--- src/rtl/axi_burst_addr_gen.sv ---
// AXI4 burst beat generator: expands one AW/AR command into per-beat address, strobe, index and last.
// Optional macro AXI_BURST_ERR_CHECK_EN flags illegal bursts with SLVERR and zero strobes.
module axi_burst_addr_gen #(
    parameter int ADDR_W = 32,
    parameter int DATA_W = 64
) (
    input  logic                  clk_i,
    input  logic                  rst_ni,
    input  logic                  cmd_valid_i,
    output logic                  cmd_ready_o,
    input  logic [ADDR_W-1:0]     cmd_addr_i,
    input  logic [7:0]            cmd_len_i,
    input  logic [2:0]            cmd_size_i,
    input  logic [1:0]            cmd_burst_i,
    output logic                  beat_valid_o,
    input  logic                  beat_ready_i,
    output logic [ADDR_W-1:0]     beat_addr_o,
    output logic [DATA_W/8-1:0]   beat_strb_o,
    output logic [7:0]            beat_idx_o,
    output logic                  beat_last_o,
    output logic [1:0]            beat_resp_o,
    output logic                  busy_o
);

    localparam int NB = DATA_W / 8;

    localparam logic [0:0] S_IDLE  = 1'b0;
    localparam logic [0:0] S_BURST = 1'b1;

    localparam logic [1:0] BURST_FIXED = 2'b00;
    localparam logic [1:0] BURST_INCR  = 2'b01;
    localparam logic [1:0] BURST_WRAP  = 2'b10;

    // ~(S-1): clears the sub-beat offset bits of an address
    function automatic logic [ADDR_W-1:0] size_mask(input logic [2:0] size);
        return ~((ADDR_W'(1) << size) - ADDR_W'(1));
    endfunction

    function automatic logic [NB-1:0] lane_strb(input logic [ADDR_W-1:0] a,
                                                input logic [2:0]        size);
        logic [ADDR_W-1:0] lane_mask;
        logic [NB-1:0]     s;
        int                lo;
        int                hi;
        lane_mask = ADDR_W'(NB - 1);
        lo = int'(a & lane_mask);
        hi = int'(a & size_mask(size) & lane_mask) + (1 << size) - 1;
        if (hi > NB - 1) hi = NB - 1;
        for (int i = 0; i < NB; i++) begin
            s[i] = (i >= lo) && (i <= hi);
        end
        return s;
    endfunction

`ifdef AXI_BURST_ERR_CHECK_EN
    function automatic logic cmd_err(input logic [ADDR_W-1:0] addr,
                                     input logic [7:0]        len,
                                     input logic [2:0]        size,
                                     input logic [1:0]        burst);
        logic [ADDR_W-1:0] nbytes;
        logic [ADDR_W-1:0] last_byte;
        logic              err;
        nbytes    = (ADDR_W'(len) + ADDR_W'(1)) << size;
        last_byte = (addr & size_mask(size)) + nbytes - ADDR_W'(1);
        err = 1'b0;
        if ((1 << size) > NB) err = 1'b1;
        if (burst == BURST_WRAP && len != 8'd1 && len != 8'd3 && len != 8'd7 && len != 8'd15)
            err = 1'b1;
        if (burst == BURST_WRAP && (addr & ~size_mask(size)) != '0) err = 1'b1;
        // 4 KB page crossing: any differing bit above bit 11
        if (burst == BURST_INCR && ((addr ^ last_byte) >> 12) != '0) err = 1'b1;
        if (burst == 2'b11) err = 1'b1;
        return err;
    endfunction

    logic r_err;
`endif

    logic [0:0]        r_state;
    logic [ADDR_W-1:0] r_addr;
    logic [ADDR_W-1:0] r_wrap_lower;
    logic [ADDR_W-1:0] r_wrap_end;
    logic [7:0]        r_idx;
    logic [7:0]        r_len;
    logic [2:0]        r_size;
    logic [1:0]        r_burst;

    logic              w_busy;
    logic              w_last;
    logic              w_hs;
    logic              w_accept;
    logic [ADDR_W-1:0] w_step;
    logic [ADDR_W-1:0] w_next_addr;
    logic [ADDR_W-1:0] w_cmd_wrap_bytes;
    logic [ADDR_W-1:0] w_cmd_lower;

    assign w_busy   = (r_state == S_BURST);
    assign w_last   = (r_idx == r_len);
    assign w_hs     = w_busy && beat_ready_i;
    assign w_accept = cmd_valid_i && cmd_ready_o;

    assign cmd_ready_o = !w_busy || (w_hs && w_last);

    assign w_cmd_wrap_bytes = (ADDR_W'(cmd_len_i) + ADDR_W'(1)) << cmd_size_i;
    assign w_cmd_lower      = cmd_addr_i & ~(w_cmd_wrap_bytes - ADDR_W'(1));

    // Next beat always steps from the aligned form of the current address
    assign w_step = (r_addr & size_mask(r_size)) + (ADDR_W'(1) << r_size);

    always_comb begin
        w_next_addr = w_step;
        case (r_burst)
            BURST_FIXED: w_next_addr = r_addr;
            BURST_WRAP:  w_next_addr = (w_step == r_wrap_end) ? r_wrap_lower : w_step;
            default:     w_next_addr = w_step;
        endcase
    end

    always_ff @(posedge clk_i or negedge rst_ni) begin
        if (!rst_ni) begin
            r_state      <= S_IDLE;
            r_addr       <= '0;
            r_wrap_lower <= '0;
            r_wrap_end   <= '0;
            r_idx        <= '0;
            r_len        <= '0;
            r_size       <= '0;
            r_burst      <= '0;
        end else if (w_accept) begin
            r_state      <= S_BURST;
            r_addr       <= cmd_addr_i;
            r_wrap_lower <= w_cmd_lower;
            r_wrap_end   <= w_cmd_lower + w_cmd_wrap_bytes;
            r_idx        <= '0;
            r_len        <= cmd_len_i;
            r_size       <= cmd_size_i;
            r_burst      <= cmd_burst_i;
        end else if (w_hs) begin
            if (w_last) begin
                r_state <= S_IDLE;
                r_idx   <= '0;
            end else begin
                r_idx  <= r_idx + 8'd1;
                r_addr <= w_next_addr;
            end
        end
    end

`ifdef AXI_BURST_ERR_CHECK_EN
    always_ff @(posedge clk_i or negedge rst_ni) begin
        if (!rst_ni) begin
            r_err <= 1'b0;
        end else if (w_accept) begin
            r_err <= cmd_err(cmd_addr_i, cmd_len_i, cmd_size_i, cmd_burst_i);
        end
    end

    assign beat_strb_o = (w_busy && !r_err) ? lane_strb(r_addr, r_size) : '0;
    assign beat_resp_o = (w_busy && r_err) ? 2'b10 : 2'b00;
`else
    assign beat_strb_o = w_busy ? lane_strb(r_addr, r_size) : '0;
    assign beat_resp_o = 2'b00;
`endif

    assign beat_valid_o = w_busy;
    assign busy_o       = w_busy;
    assign beat_addr_o  = r_addr;
    assign beat_idx_o   = r_idx;
    assign beat_last_o  = w_busy && w_last;

endmodule

--- config.mk ---
export PLATFORM = sky130hd
export DESIGN_NAME = axi_burst_addr_gen
export DESIGN_NICKNAME = d
export VERILOG_FILES = /design/src/rtl/axi_burst_addr_gen.sv
export SDC_FILE = /design/constraint.sdc
export NUM_CORES = 1
export LEC_CHECK = 0
export ABC_AREA = 1
export ABC_CLOCK_PERIOD_IN_PS = 7850
export CORE_MARGIN = 10
export CORE_UTILIZATION = 52
export DETAILED_ROUTE_END_ITERATION = 6
export PLACE_DENSITY = 0.73
export SLEW_MARGIN = 40
export SYNTH_ARGS = -nofsm -noshare
export SYNTH_HDL_FRONTEND = slang
export SYNTH_SLANG_ARGS = --single-unit
export TNS_END_PERCENT = 100
--- constraint.sdc ---
create_clock -name clk_i -period 7.85 [get_ports clk_i]
set_input_delay 1.1775 -clock clk_i [delete_from_list [all_inputs] [get_ports clk_i]]
set_output_delay 1.1775 -clock clk_i [all_outputs]
set_load 0.05 [all_outputs]
* Word level (Yosys, flattened, before mapping)
Index checks and enable logic that the tools add are counted.
Storage, ports and cells: input bits 49, flip-flop bits (word level) 118, word-level logic and storage cells 76, output and inout bits 54
Cells by class: equal/unequal tests 5, mux-type cells 13, reductions and logical operators 19, bitwise logic cells 4, add/sub/neg operators 8, $lt $le $gt $ge 17, shift-type cells 2
Operators by type and width (count):
- 32-bit two-way mux | 5
- 4-bit by 32-bit <= comparator with 1-bit output (first input constant) | 4
- 32-bit adder | 2
- 32-bit AND | 2
- 3-bit by 32-bit <= comparator with 1-bit output (first input constant) | 2
- 32-bit inverter | 2
- 32-bit one-hot mux with 2 select lines | 1
- 32-bit by 2-bit subtractor with 32-bit output (second input constant) | 2
- 4-bit by 32-bit adder with 32-bit output | 1
- 32-bit == test | 1
- 32-bit by 4-bit > comparator with 1-bit output (second input constant) | 1
- 1-bit by 32-bit <= comparator with 1-bit output (first input constant) | 1
- 2-bit by 32-bit <= comparator with 1-bit output (first input constant) | 1
- 8-bit two-way mux | 4
- 1-bit by 3-bit << shifter with 32-bit output (first input constant) | 1
- 9-bit by 3-bit << shifter with 32-bit output | 1
- 32-bit by 1-bit subtractor with 32-bit output (second input constant) | 1
- 3-bit greater-or-equal comparator (first input constant) | 4
- 1-bit logical AND | 12
- 8-bit by 1-bit adder with 9-bit output (second input constant) | 1
- 8-bit by 1-bit adder with 8-bit output (second input constant) | 1
- 8-bit == test | 1
- 1-bit by 3-bit greater-or-equal comparator with 1-bit output (first input constant) | 2
- 2-bit by 3-bit greater-or-equal comparator with 1-bit output (first input constant) | 2
- other kinds (10) | 13

* Depth between registers and ports, before layout
Gate-level depths: netlist of the first run.
depth in word-level cells 11, mapped depth 31, depth with buffers taken out 31

* Least setup slack after synthesis of the first run
Ideal clock, no wire load.
path kind reg2out, from reg r_size[0], to out beat_strb_o[5], data required time 6.673 ns, path slack 1.311 ns, buffers on the path 0, stages on the path, launching flop included 26, data arrival time 5.362 ns, path through dfrtp_1 nor2_1 nand2_1 ha_1 nand2_1 nand2_2 ha_1 nand3_1 inv_1 nor2_1 nor2_1 nor2_1 o21ai_0 a21oi_1 nor2_1 nor2_1 ha_1 inv_1 nor2_1 nand2_1 nor3_1 nand3_1 nand2_1 inv_1 nor2_1 a2111oi_0
On the way: longest elaborated chain between the ends 11
RTL lines:
- from (decl) | line 85 | logic [2:0] r_size;
- from (signal assigned) | line 136 | r_size <= cmd_size_i;
- 1-bit by 3-bit << shifter with 32-bit output * | line 47 | hi = int'(a & size_mask(size) & lane_mask) + (1 << size) - 1;
- 32-bit by 2-bit subtractor with 32-bit output | line 36 | return ~((ADDR_W'(1) << size) - ADDR_W'(1));
- 32-bit inverter | line 36
- 32-bit AND | line 47
- 4-bit by 32-bit adder with 32-bit output * | line 47
- 32-bit by 2-bit subtractor with 32-bit output * | line 47
- 32-bit by 4-bit > comparator with 1-bit output | line 48 | if (hi > NB - 1) hi = NB - 1;
- 32-bit two-way mux * | line 48
- 4-bit by 32-bit <= comparator with 1-bit output * | line 50 | s[i] = (i >= lo) && (i <= hi);
- 1-bit logical AND * | line 50
- 8-bit two-way mux * | line 161 | assign beat_strb_o = w_busy ? lane_strb(r_addr, r_size) : '0;
- to (decl) | line 18 | output logic [DATA_W/8-1:0] beat_strb_o,
Every way passes the cells marked *; elsewhere a longest branch is shown, timed or not.

* Worst setup path after layout of the first run
Same ends and word-level chain as after synthesis.

==> results of run 1 <==
## placed cells by master (no fill, tap or decap), types with 17 or more instances in the layout
cell type	n
ha_1	30
nand3_1	140
a21oi_1	38
inv_1	231
nand4_1	66
xor2_1	30
nor3_1	22
nor2_1	203
clkdlybuf4s50_1	99
nand2_1	622
clkbuf_16	17
dfrtp_1	118
o21ai_0	102
## cell type report
cell class              instances  area, µm²  area share, %
flip-flops and latches        118       2953          23.40
well taps                     270      337.8          2.677
clock inverters                15      167.7          1.328
inverters                     249      937.1          7.425
clock buffers                  17      425.4          3.371
multi-input cells            1383       6741          53.42
repair buffers                107       1059          8.387
## report_power, final
part / total (mW) / switching, mW / internal, mW
registers: 1.18 / 0.288 / 0.893
clock network: 0.816 / 0.342 / 0.474
logic: 3.04 / 2.06 / 0.988
total: 5.04 / 2.69 / 2.36
## logic make-up (layout without fill, tap and decap cells)
group | after synthesis | in the layout
other | 1 | 2
multiplexers | 1 | 1
XOR/XNOR | 48 | 48
adder cells (fa/ha/maj) | 31 | 31
AND/OR/NAND/NOR | 1123 | 1123
buffers and inverters | 299 | 388
AO/OA/AOI/OAI | 178 | 178
flip-flops | 118 | 118
## path summary, 6_finish.rpt
kind	from	end	slack [ns]	depth (start not counted)
hold reg to reg	r_wrap_lower[15]$_DFFE_PN0P_	r_wrap_lower[15]$_DFFE_PN0P_	0.49	2
min in group asynchronous	rst_ni	beat_idx_o[6]$_DFFE_PN0P_	0.78	1
setup reg to reg	r_size[0]$_DFFE_PN0P_	beat_addr_o[15]$_DFFE_PN0P_	2.66	23
max in group asynchronous	rst_ni	beat_addr_o[26]$_DFFE_PN0P_	5.96	2
hold / removal	r_wrap_lower[15]$_DFFE_PN0P_	r_wrap_lower[15]$_DFFE_PN0P_	0.49	2
setup / recovery	r_size[0]$_DFFE_PN0P_	beat_strb_o[5]	1.68	26
## flip-flops by register name, indices dropped and copies added, names as in the netlist
register / cells
beat_addr_o: 32
beat_idx_o: 8
beat_valid_o: 1
r_burst: 2
r_len: 8
r_size: 3
r_wrap_end: 32
r_wrap_lower: 32
## routing by layer
metal  share of wire (%)  routed length (µm)  GRT usage, %  up-vias
met5                   0                   0             0        -
met4                 1.6                 601         6.280        0
met3                 9.3                3536         5.975       42
met2                  42               15990         41.69      523
met1                  47               17860         40.81     5555
li1                    -                   -             -     5893
## worst min-delay path, cell delays in order, from the launching register on
cell and delay [ns]:
dfrtp_1 0.35, nand2_1 0.05, o21ai_0 0.06
==> flow_summary.ini, run 1 <==
[synthesis]
synth_top_family_by_area = simple AND/OR/NAND/NOR gates
synth-simple-area-share_pct = 44.73
synth_mux_area_share_pct = 0.09222
synth-edff-count = 0
synth_area_leaders = dfrtp_1 (27%), nand2_1 (22%), inv_1 (8.0%)
yosys.area.top_type = dfrtp_1
synth_cell_type_count = 55
synth_top_area_share_pct = 27.20
synth_compound_area_share_pct = 8.853
synth-main-ff-cell = dfrtp_1
ys_warn_count = 0
synth_cells = 1799
async_flop_share_pct = 100.0
synthAdderAreaFrac_pct = 3.643
avgSynthCellArea_um2 = 6.033
ys_ff_latch = 118
synth_most_common_cell = nand2_1
ys_top_cells_by_count = nand2_1 (623), inv_1 (232), nor2_1 (203), nand3_1 (140), dfrtp_1 (118)
netlist_area_um2 = 10850
yosysSeqAreaShare_pct = 27.20
synth-xor-area-share_pct = 4.657

[clock_network]
cts_root_buf = clkbuf_16
numCtsBuffers = 17
clock_latency_ns = 0.44
max-clock-path-buffers = 2
holdBufCountCts = 0
cts.clk_slew.worst_paths_ns = 0.06
cts_tree = yes
cts_setup_buffers = 0
cts_max_level = 4
ctsResizeCount = 0
cts_sinks = 118

[floorplan]
pin_count = 103
fp.dieW_um = 164.5
design.core.area_um2 = 20360
die_y_um = 164.5
fp.dieArea_um2 = 27050
rows = 52
start_util_pct = 53.30

[placement]
place_congestion = 0.9492
pre_cts_ws_ns = 1.885
dp_hpwl_um = 29730
placed_cells = 2127
place_area_um2 = 12020
io_buffers = 100

[route]
vias = 12010
ant_nets = 0
drt_first_pass_iters = 6
initialDrtViolationCount = 1284
viasPerCell = 5.564
avgRoutedWirePerCell_um = 17.60
wl_um = 37990
drc = 0

[power_and_ir_drop]
power.static_leakage_nw = 6.748
power_density_nw_per_um2 = 399.4
peakVddDrop_v = 0.0004582
finalPower_mw = 5.041

[sta]
hold_viol = 0
max_freq_mhz = 161.9
min_period_over_period_pct = 78.66
tightest_slew_ns = 0.7959
rsz0062_at_grt = no
worst_slack_ns = 1.675
period_needed_ns = 6.175
finalClockSkew_ns = 0.01446
slew_headroom_pct = 46.81
setup_viol = 0
slew_viol_final = 0
fin_tns_setup_ns = 0
hold_slack_ns = 0.4945

[layout]
fillCellCount = 1991
finalNetCount = 1956
n_antenna_cell = 0
drive_gt1_share_pct = 5.558
stdcell_area_um2 = 12620
post-route-util_pct = 61.97
syn_to_final_growth_pct = 16.28
final_cell_count_no_fill = 2159

[global_routing]
grt_first_pass_wirelength_um = 60150
antenna_found_initial = 0
grt_overflow = 0
grt_pass1_vias = 11170
grt_max_degree = 87
grt_use_total_pct = 28.06

[min_path]
hold_class = reg -> reg

[setup_path]
startpoint_type = flop
required_ns = 6.67
crit_family = simple AND/OR/NAND/NOR gates
path_buf_inv = 4
cp_max_fo = 7
cp.arrival_ns = 5.00
critPathCaptureType = primary output
worst-setup-path-type = reg -> out
cp_slowest_cell = clkdlybuf4s50_1
cpPeakStageDelay_ns = 0.89
crit_top_cell = nor2_1

[run_status]
status = finished, final reports clean

[job]
drv.max_cap_violation_count = 0
(Power assumes the default switching activity.)
==> inputs of run 2 (changes only) <==
ABC_CLOCK_PERIOD_IN_PS = 5700   (was 7850)
clock period = 5.7 ns   (was 7.85 ns; I/O delays follow)
==> run 2 against run 1 <==
Effect of this change: non-clock buffer count rose by 5; clock skew decreased by 0.0013 ns; wire length fell by 2.8%; clock power up 27%; first-iteration DRC count rose by 12%; worst setup slack worse by 1.2 ns; sequential share of layout area about the same; global-route usage decreased by 0.90 points; flip-flop and latch count unchanged; power is 35% higher; critical path depth unchanged; via count down 1.0%; critical endpoint is now beat_strb_o[6]; highest routed layer unchanged.
==> flow_summary.ini, run 2 (synthesized netlist as in run 1, its figures left out) <==
[power_and_ir_drop]
power_density_nw_per_um2 = 539.7
finalPower_mw = 6.812
peakVddDrop_v = 0.0005716
power.static_leakage_nw = 6.794

[global_routing]
grt_pass1_vias = 10790
grt_use_total_pct = 27.17
grt_first_pass_wirelength_um = 58150
grt_max_degree = 73
grt_overflow = 0
antenna_found_initial = 0

[route]
wl_um = 36920
avgRoutedWirePerCell_um = 17.06
viasPerCell = 5.494
initialDrtViolationCount = 1442
drc = 0
drt_first_pass_iters = 6
ant_nets = 0
vias = 11890

[clock_network]
cts_root_buf = clkbuf_16
clock_latency_ns = 0.43
cts_tree = yes
cts_setup_buffers = 0
numCtsBuffers = 17
cts.clk_slew.worst_paths_ns = 0.06
max-clock-path-buffers = 2
cts_sinks = 118
cts_max_level = 4

[setup_path]
r2r_slack_ns = 0.59
cp_max_fo = 7
reg2reg_to = beat_addr_o[14]$_DFFE_PN0P_
cp.arrival_ns = 4.36
r2r_start = r_size[0]$_DFFE_PN0P_
critPathCaptureType = primary output
required_ns = 4.85
reg2regPathDepth = 23
startpoint_type = flop
worst-setup-path-type = reg -> out

[layout]
stdcell_area_um2 = 12620
final_common_cell = nand2_1
finalNetCount = 1961
final_cell_count_no_fill = 2164
n_antenna_cell = 0
post-route-util_pct = 61.98
drive_gt1_share_pct = 6.283
syn_to_final_growth_pct = 16.29
most-common-layout-cells = nand2_1 (622), inv_1 (231), nor2_1 (200)

[placement]
pre_cts_ws_ns = 0.1131
place_area_um2 = 12060
dp_hpwl_um = 29290
io_buffers = 100
place_congestion = 0.9901
placed_cells = 2132

[min_path]
hold_class = in -> async

[sta]
worst_slack_ns = 0.4820
hold_slack_ns = 0.4385
fin_tns_setup_ns = 0
max_freq_mhz = 191.6
hold_viol = 0
rsz0062_at_grt = no
slew_viol_final = 0
tightest_slew_ns = 0.7331
min_period_over_period_pct = 91.54
slew_headroom_pct = 51.13
setup_viol = 0
period_needed_ns = 5.218
finalClockSkew_ns = 0.01318

[floorplan]
pin_count = 103
fp.dieW_um = 164.5
rows = 52
die_y_um = 164.5
fp.dieArea_um2 = 27050
start_util_pct = 53.30
design.core.area_um2 = 20360

[job]
drv.max_cap_violation_count = 0

[run_status]
status = finished, final reports clean
-- run 2: worst max-delay path, cell delays in order (launching register included) --
cell and delay [ns]:
dfrtp_1 0.49, nor2_1 0.18, nand2_1 0.13, ha_2 0.24, nand2_1 0.10, nand2_2 0.13, ha_1 0.30, nand3_1 0.06
inv_1 0.08, nor2_1 0.04, nor2_1 0.13, nor2_1 0.06, o21ai_1 0.19, a21oi_1 0.10, nor2_1 0.09, nor2_1 0.06
ha_1 0.27, inv_1 0.06, nor2_1 0.04, nand2_1 0.06, nor3_1 0.04, nand3_1 0.08, nand2_1 0.05, inv_1 0.13
nor2_2 0.07, nor4_1 0.22, dlygate4sd2_1 0.57
-- run 2: metal layers --
metal | part of all wire, % | GRT usage [%] | vias to the layer above
met5 | 0 | 0 | -
met4 | 2.4 | 8.092 | 0
met3 | 10 | 5.302 | 53
met2 | 41 | 39.36 | 494
met1 | 47 | 39.88 | 5438
li1 | - | - | 5904
-- run 2: cell type report --
| type | instances | area, µm² |
|---|---|---|
| Timing Repair Buffer | 112 | 1072 |
| Fill cell | 2023 | 7742 |
| Inverter | 249 | 934.6 |
| Sequential cell | 118 | 2953 |
| Multi-Input combinational cell | 1383 | 6756 |
| Tap cell | 270 | 337.8 |
| Clock inverter | 14 | 128.9 |
| Clock buffer | 18 | 439.2 |
-- run 2: power breakdown --
part / internal [mW] / switching (mW) / total, mW
registers: 1.23 / 0.378 / 1.61
clock network: 0.613 / 0.431 / 1.04
logic: 1.31 / 2.85 / 4.16
-- run 2: worst max-delay path by stage --
stage,slack [ns],cells past startpoint,start,endpoint
floorplan,0.14,25,r_size[0]$_DFFE_PN0P_,beat_strb_o[5]
global placement,0.25,27,cmd_len_i[0],r_wrap_end[25]$_DFFE_PN0P_
detailed placement,0.11,27,cmd_len_i[0],r_wrap_end[29]$_DFFE_PN0P_
CTS,0.04,28,r_size[2]$_DFFE_PN0P_,beat_strb_o[1]
global route,0.03,26,r_size[2]$_DFFE_PN0P_,beat_strb_o[6]
finish,0.48,26,r_size[0]$_DFFE_PN0P_,beat_strb_o[6]
-- run 2: what timing repair did --
| action | CTS | global route |
|---|---|---|
| resized for setup | 6 | 18 |
| hold buffers | 0 | 0 |
| endpoints found under the setup margin | 6 | 13 |
==> edit 1: new RTL, config.mk and constraints of run 2 <==
Build with the macro `AXI_BURST_ERR_CHECK_EN` defined.
--- a/src/rtl/axi_burst_addr_gen.sv
+++ b/src/rtl/axi_burst_addr_gen.sv
@@ -2,2 +2,4 @@
 // Optional macro AXI_BURST_ERR_CHECK_EN flags illegal bursts with SLVERR and zero strobes.
+`define AXI_BURST_ERR_CHECK_EN
+
 module axi_burst_addr_gen #(
Function: changed (Yosys sat finds a counterexample within 4 cycles, from zero or initial values and one cycle with rst_ni low).
==> edit 1 against run 2 <==
Via count increased by 28%; sequential cell count increased by 1; maximum frequency decreased by 2.2%; design area increased by 22%; clock skew decreased by 0.0022 ns; setup slack got worse by 0.12 ns; cell count increased by 26%; global-route usage increased by 0.34 points; synthesized cell count increased by 28%; routed wire length increased by 26%; synthesized area increased by 24%; critical path type unchanged; largest cell class unchanged; highest routed layer unchanged.
Power is not compared: it rests on default switching activity, and its combinational part moved more than twofold at a synthesized area within 25%.
==> edit 1: results (changes against run 2) <==
Final layout
  – Fin cells: 2,734 (was 2,164)
  – Final nets: 2,514 (was 1,961)

Yosys
  – Avg Inst Size Synth: 5.847 µm² (was 6.033 µm²)
  – Synthesized-area fraction occupied by adder cells: 0.06926 (was 0.03643)
  – Sequential area share after synthesis: 0.2210 (was 0.2720)
  – Ranking of synthesized cells by area: nand2_1 23%, dfrtp_1 22%, inv_1 8.8%, nand3_1 8.2%, ha_1 6.8% (was dfrtp_1 27%, nand2_1 22%, inv_1 8.0%, nor2_1 7.0%, nand3_1 6.5%)
  – Synth Area in XOR/XNOR: 0.04791 (was 0.04657)
  – Compound-cell area share of the yosys netlist: 0.1097 (was 0.08853)
  – Cell variety after synth: 54 (was 55)
  – Syn. warnings: 0 (unchanged)

Timing
  – Max-slew violation count: 0 (unchanged)
  – Clock skew: 0.01100 ns (was 0.01318 ns)
  – Relative slew slack: 0.4543 (was 0.5113)

Setup path
  – RR Endpoint: beat_addr_o[21]$_DFFE_PN0P_ (was beat_addr_o[14]$_DFFE_PN0P_)
  – Crit path DAT: 4.48 ns (was 4.36 ns)
  – Slowest-stage cell, CP: dfrtp_1 (was dlygate4sd2_1)
  – Reg2reg setup slack: 1.21 ns (was 0.59 ns)
  – Crit-path max cell delay: 0.47 ns (was 0.57 ns)
  – Reg2reg path depth: 24 (was 23)

Global routing
  – Largest net degree at the start of global routing: 65 (was 73)
  – Global-route wire length before repair: 74,420 µm (was 58,150 µm)
  – Number of global-route vias before repair: 14,180 (was 10,790)
  – GRT Total Usage: 0.2751 (was 0.2717)

Drt
  – Met2 wire length: 20,040 µm (was 15,060 µm)
  – DRT iter0 DRCs: 1,572 (was 1,442)
  – Drt first pass iters: 6 (unchanged)
  – Metal3 WL: 3725 µm (was 3726 µm)
  – Vias: 15,250 (was 11,890)
  – Final wirelength: 46,560 µm (was 36,920 µm)
  – DR top layer: met4 (unchanged)

Status
  – Status: finished clean (unchanged)

Placement
  – Worst slack, placed: 0.1104 ns (was 0.1131 ns)
  – Port buffer count: 101 (was 100)
  – Dpl cell area: 14,800 µm² (was 12,060 µm²)
  – Routability congestion estimate: 0.9698 (was 0.9901)
==> edit 1: worst max path at each step <==
| stage | start | end | slack, ns |
|---|---|---|---|
| after floorplan | r_size[0]$_DFFE_PN0P_ | beat_strb_o[4] | 0.38 |
| after global placement | cmd_len_i[0] | r_err$_DFFE_PN0P_ | 0.15 |
| after detailed placement | cmd_len_i[0] | r_err$_DFFE_PN0P_ | 0.11 |
| after CTS | r_size[0]$_DFFE_PN0P_ | beat_strb_o[6] | 0.02 |
| after global routing | r_size[0]$_DFFE_PN0P_ | beat_strb_o[3] | -0.02 |
| final | r_size[0]$_DFFE_PN0P_ | beat_strb_o[2] | 0.36 |
==> edit 1: final cells by class <==
cell class	count	area, µm²
inverter	329	1236
multi-input combinational	1799	8996
tap	330	412.9
timing repair buffer	125	1176
sequential	119	2978
clock inverter	15	216.5
fill	2526	9886
clock buffer	17	425.4
==> edit 1: worst reg2reg max path, cell delays in order (launching register included) <==
cell     delay (ns)
dfrtp_1        0.49
nand2_1        0.16
nor2_1         0.21
inv_1          0.19
ha_1           0.23
a21oi_1        0.25
nand2_4        0.16
nand3_2        0.15
inv_1          0.07
a21oi_1        0.16
nand2_2        0.22
nand4_1        0.23
nand2_1        0.12
nand2_1        0.08
nand2_1        0.05
nor2_1         0.17
nand2_1        0.09
nor2_2         0.09
nand3_2        0.59
nand2_1        0.24
nand2_1        0.07
nand2_1        0.06
nand3_1        0.07
nand2_1        0.15
nand2_1        0.07
==> edit 1: layer usage <==
layer	up-vias	GRT usage
met4	0	0.08298
met2	660	0.4198
met1	6974	0.3917
met5	-	0
li1	7539	-
met3	72	0.03976
==> edit 1: timing repair <==
action                     in CTS  in global routing
hold endpoints to repair        0                  0
setup endpoints to repair       4                  7
gates resized for setup         4                 16
hold buffers                    0                  0
==> edit 2: new RTL, flow settings as in run 2 <==
Without the edit above. `ADDR_W`: 32 -> 64.
--- a/src/rtl/axi_burst_addr_gen.sv
+++ b/src/rtl/axi_burst_addr_gen.sv
@@ -3,3 +3,3 @@
 module axi_burst_addr_gen #(
-    parameter int ADDR_W = 32,
+    parameter int ADDR_W = 64,
     parameter int DATA_W = 64
Ports: changed (resized beat_addr_o and cmd_addr_i); port bits go from 103 to 167. The function was not compared with the original's and may differ.
==> edit 2 against run 2 <==
The run now ends with DRC left; total power up 75%; sequential cell count up 96; synthesized area up 83%; via count up 110%; routed wire length up 140%; sequential power up 96%; critical path type unchanged; non-clock buffer count up 101; setup slack worse by 0.19 ns; cell count up 92%; design area up 83%; die area up 72%; synthesized cell count up 94%; largest power group unchanged.
==> edit 2: results (changes against run 2) <==
Status
  – Status: finished, violations left (was finished clean)
  – Failing checks: DRC

Global routing
  – Largest net degree at the start of global routing: 195 (was 73)
  – Number of global-route vias before repair: 22,390 (was 10,790)
  – Initial antenna violation count: 1 (was 0)
  – Global-route wire length before repair: 131,000 µm (was 58,150 µm)
  – GRT Total Usage: 0.3592 (was 0.2717)

Setup path
  – Slowest-stage cell, CP: dfrtp_2 (was dlygate4sd2_1)
  – Crit path DAT: 4.55 ns (was 4.36 ns)
  – Setup Crit Path Kind: register to output pin (unchanged)
  – R2r startpoint: r_size[1]$_DFFE_PN0P_ (was r_size[0]$_DFFE_PN0P_)
  – Critical path's top delay family: simple AND/OR/NAND/NOR gates (unchanged)
  – Crit-path max cell delay: 0.48 ns (was 0.57 ns)
  – Critical path fanouts, max: 7 (unchanged)

CTS
  – Htree depth: 1 (was 4)
  – CTS root buf: clkbuf_16 (unchanged)
  – Max Buffers Root-to-Sink: 3 (was 2)
  – CTS Buf Count: 26 (was 17)
  – Skew-Pair Late Insertion Delay: 0.57 ns (was 0.43 ns)
  – Clk pin slew, worst setup/hold paths: 0.06 ns (about the same)

Drt
  – Final wirelength: 86,880 µm (was 36,920 µm)
  – Post-route DRC: 1 (was 0)
  – DRT iter0 DRCs: 3,706 (was 1,442)
  – Drt first pass iters: 7 (was 6)
  – Vias per Instance: 5.871 (was 5.494)

Final layout
  – Layout cell share with drive strength beyond 1: 0.04877 (was 0.06283)
  – Ant diodes: 0 (unchanged)
  – Final nets: 3,740 (was 1,961)

Yosys
  – Sequential area share after synthesis: 0.2697 (was 0.2720)
  – Post-synth top cells: 1,363 x nand2_1, 423 x inv_1, 399 x nor2_1, 394 x nand3_1, 214 x dfrtp_1 (was 623 x nand2_1, 232 x inv_1, 203 x nor2_1, 140 x nand3_1, 118 x dfrtp_1)
  – Ranking of synthesized cells by area: dfrtp_1 27%, nand2_1 26%, nand3_1 9.9%, inv_1 8.0%, nor2_1 7.5% (was dfrtp_1 27%, nand2_1 22%, inv_1 8.0%, nor2_1 7.0%, nand3_1 6.5%)
  – FFs w/ async S/R, synth: 1.000 (unchanged)
  – Cell variety after synth: 51 (was 55)
  – Syn. warnings: 0 (unchanged)
  – Post-synthesis instance area: 19,860 µm² (was 10,850 µm²)

Placement
  – Routability congestion estimate: 1.036 (was 0.9901)
  – HPWL after DPL: 69,430 µm (was 29,290 µm)
  – Dpl cell area: 22,140 µm² (was 12,060 µm²)
  – Port buffer count: 164 (was 100)
  – Worst slack, placed: -0.03283 ns (was 0.1131 ns)

Power and ir drop
  – Peak supply drop: 0.5927 mV (was 0.5716 mV)
  – Leak Pwr: 12.65 nW (was 6.794 nW)

Min path
  – Hold Path Class: input port to async pin (unchanged)

Timing
  – Relative slew slack: 0.4460 (was 0.5113)
  – Clock skew: 0.01885 ns (was 0.01318 ns)
edit 2: cell count changes in the layout (fill, tap and decap cells not counted), moves of 27 or more:
cell	change
nand2_1	+736
nand3_1	+254
nor2_1	+194
inv_1	+191
dfrtp_1	+93
clkdlybuf4s50_1	+64
nand4_1	+54
a21oi_1	+51
buf_4	+29
nand3b_1	+27
edit 2: worst paths after layout:
check                                               endpoint  slack [ns]  cells after the start
max in group asynchronous       r_wrap_lower[63]$_DFFE_PN0P_        4.44                      2
worst min register to register   r_wrap_lower[0]$_DFFE_PN0P_        0.48                      2
worst min-delay path                   r_size[2]$_DFFE_PN0P_        0.20                      1
min in group clk_i               r_wrap_lower[0]$_DFFE_PN0P_        0.48                      2
worst max-delay path                          beat_strb_o[5]        0.30                     19
worst max register to register   beat_addr_o[23]$_DFFE_PN0P_        0.48                     31
edit 2: cell families after synthesis:
logic type / after synthesis / synth area share
compound gates: 257 / 0.06913
flops: 214 / 0.2697
other cells: 1 / 0.0001889
mux: 1 / 0.0006930
fa+ha+maj: 28 / 0.01802
buf+inv: 560 / 0.1095
simple gates: 2386 / 0.5083
xor+xnor: 49 / 0.02445
edit 2: layer usage:
metal / part of all wire / vias up / GRT usage
li1: - / 11360 / -
met1: 0.40 / 11220 / 0.4887
met2: 0.41 / 1669 / 0.5240
met3: 0.15 / 179 / 0.1218
met4: 0.036 / 2 / 0.1150
met5: 0.00022 / - / 0
edit 2: cell type report:
type	instances	area (µm²)
fill	3753	14530
timing repair buffer	213	2108
tap	511	639.4
sequential	214	5359
multi-input combinational	2723	12410
inverter	453	1708
clock inverter	12	172.7
clock buffer	35	745.7
edit 2: power breakdown:
group,total [mW],switching (mW),internal (mW)
registers,3.15,0.930,2.22
logic,6.92,4.82,2.10
clock network,1.84,0.740,1.10
total,11.9,6.49,5.41
edit 2: what timing repair did:
| item | CTS | global route |
|---|---|---|
| pin swaps | 0 | 3 |
| resized for setup | 14 | 26 |
| endpoints found under the setup margin | 7 | 14 |
| setup buffers | 0 | 2 |
| hold buffers | 0 | 0 |
edit 2: worst register-to-register path: cells and delay by family (launching register included):
family	cells	cell delay, ns
simple gates	23	3.25
buf+inv	6	0.93
flops	1	0.48
fa+ha+maj	2	0.45
edit 2: through the flow:
| step | hold WS (ns) | cells | TNS (ns) | util |
|---|---|---|---|---|
| floorplan | 0.4425 | 3497 | 0 | - |
| global placement | 0.4550 | 4111 | -0.02118 | 0.5877 |
| detailed placement | 0.4640 | 4111 | -0.03283 | 0.5877 |
| CTS | 0.3671 | 4158 | 0 | 0.6119 |
| global route | 0.2236 | 4161 | -0.02131 | 0.6144 |
| finish | 0.2023 | 4161 | 0 | 0.6144 |
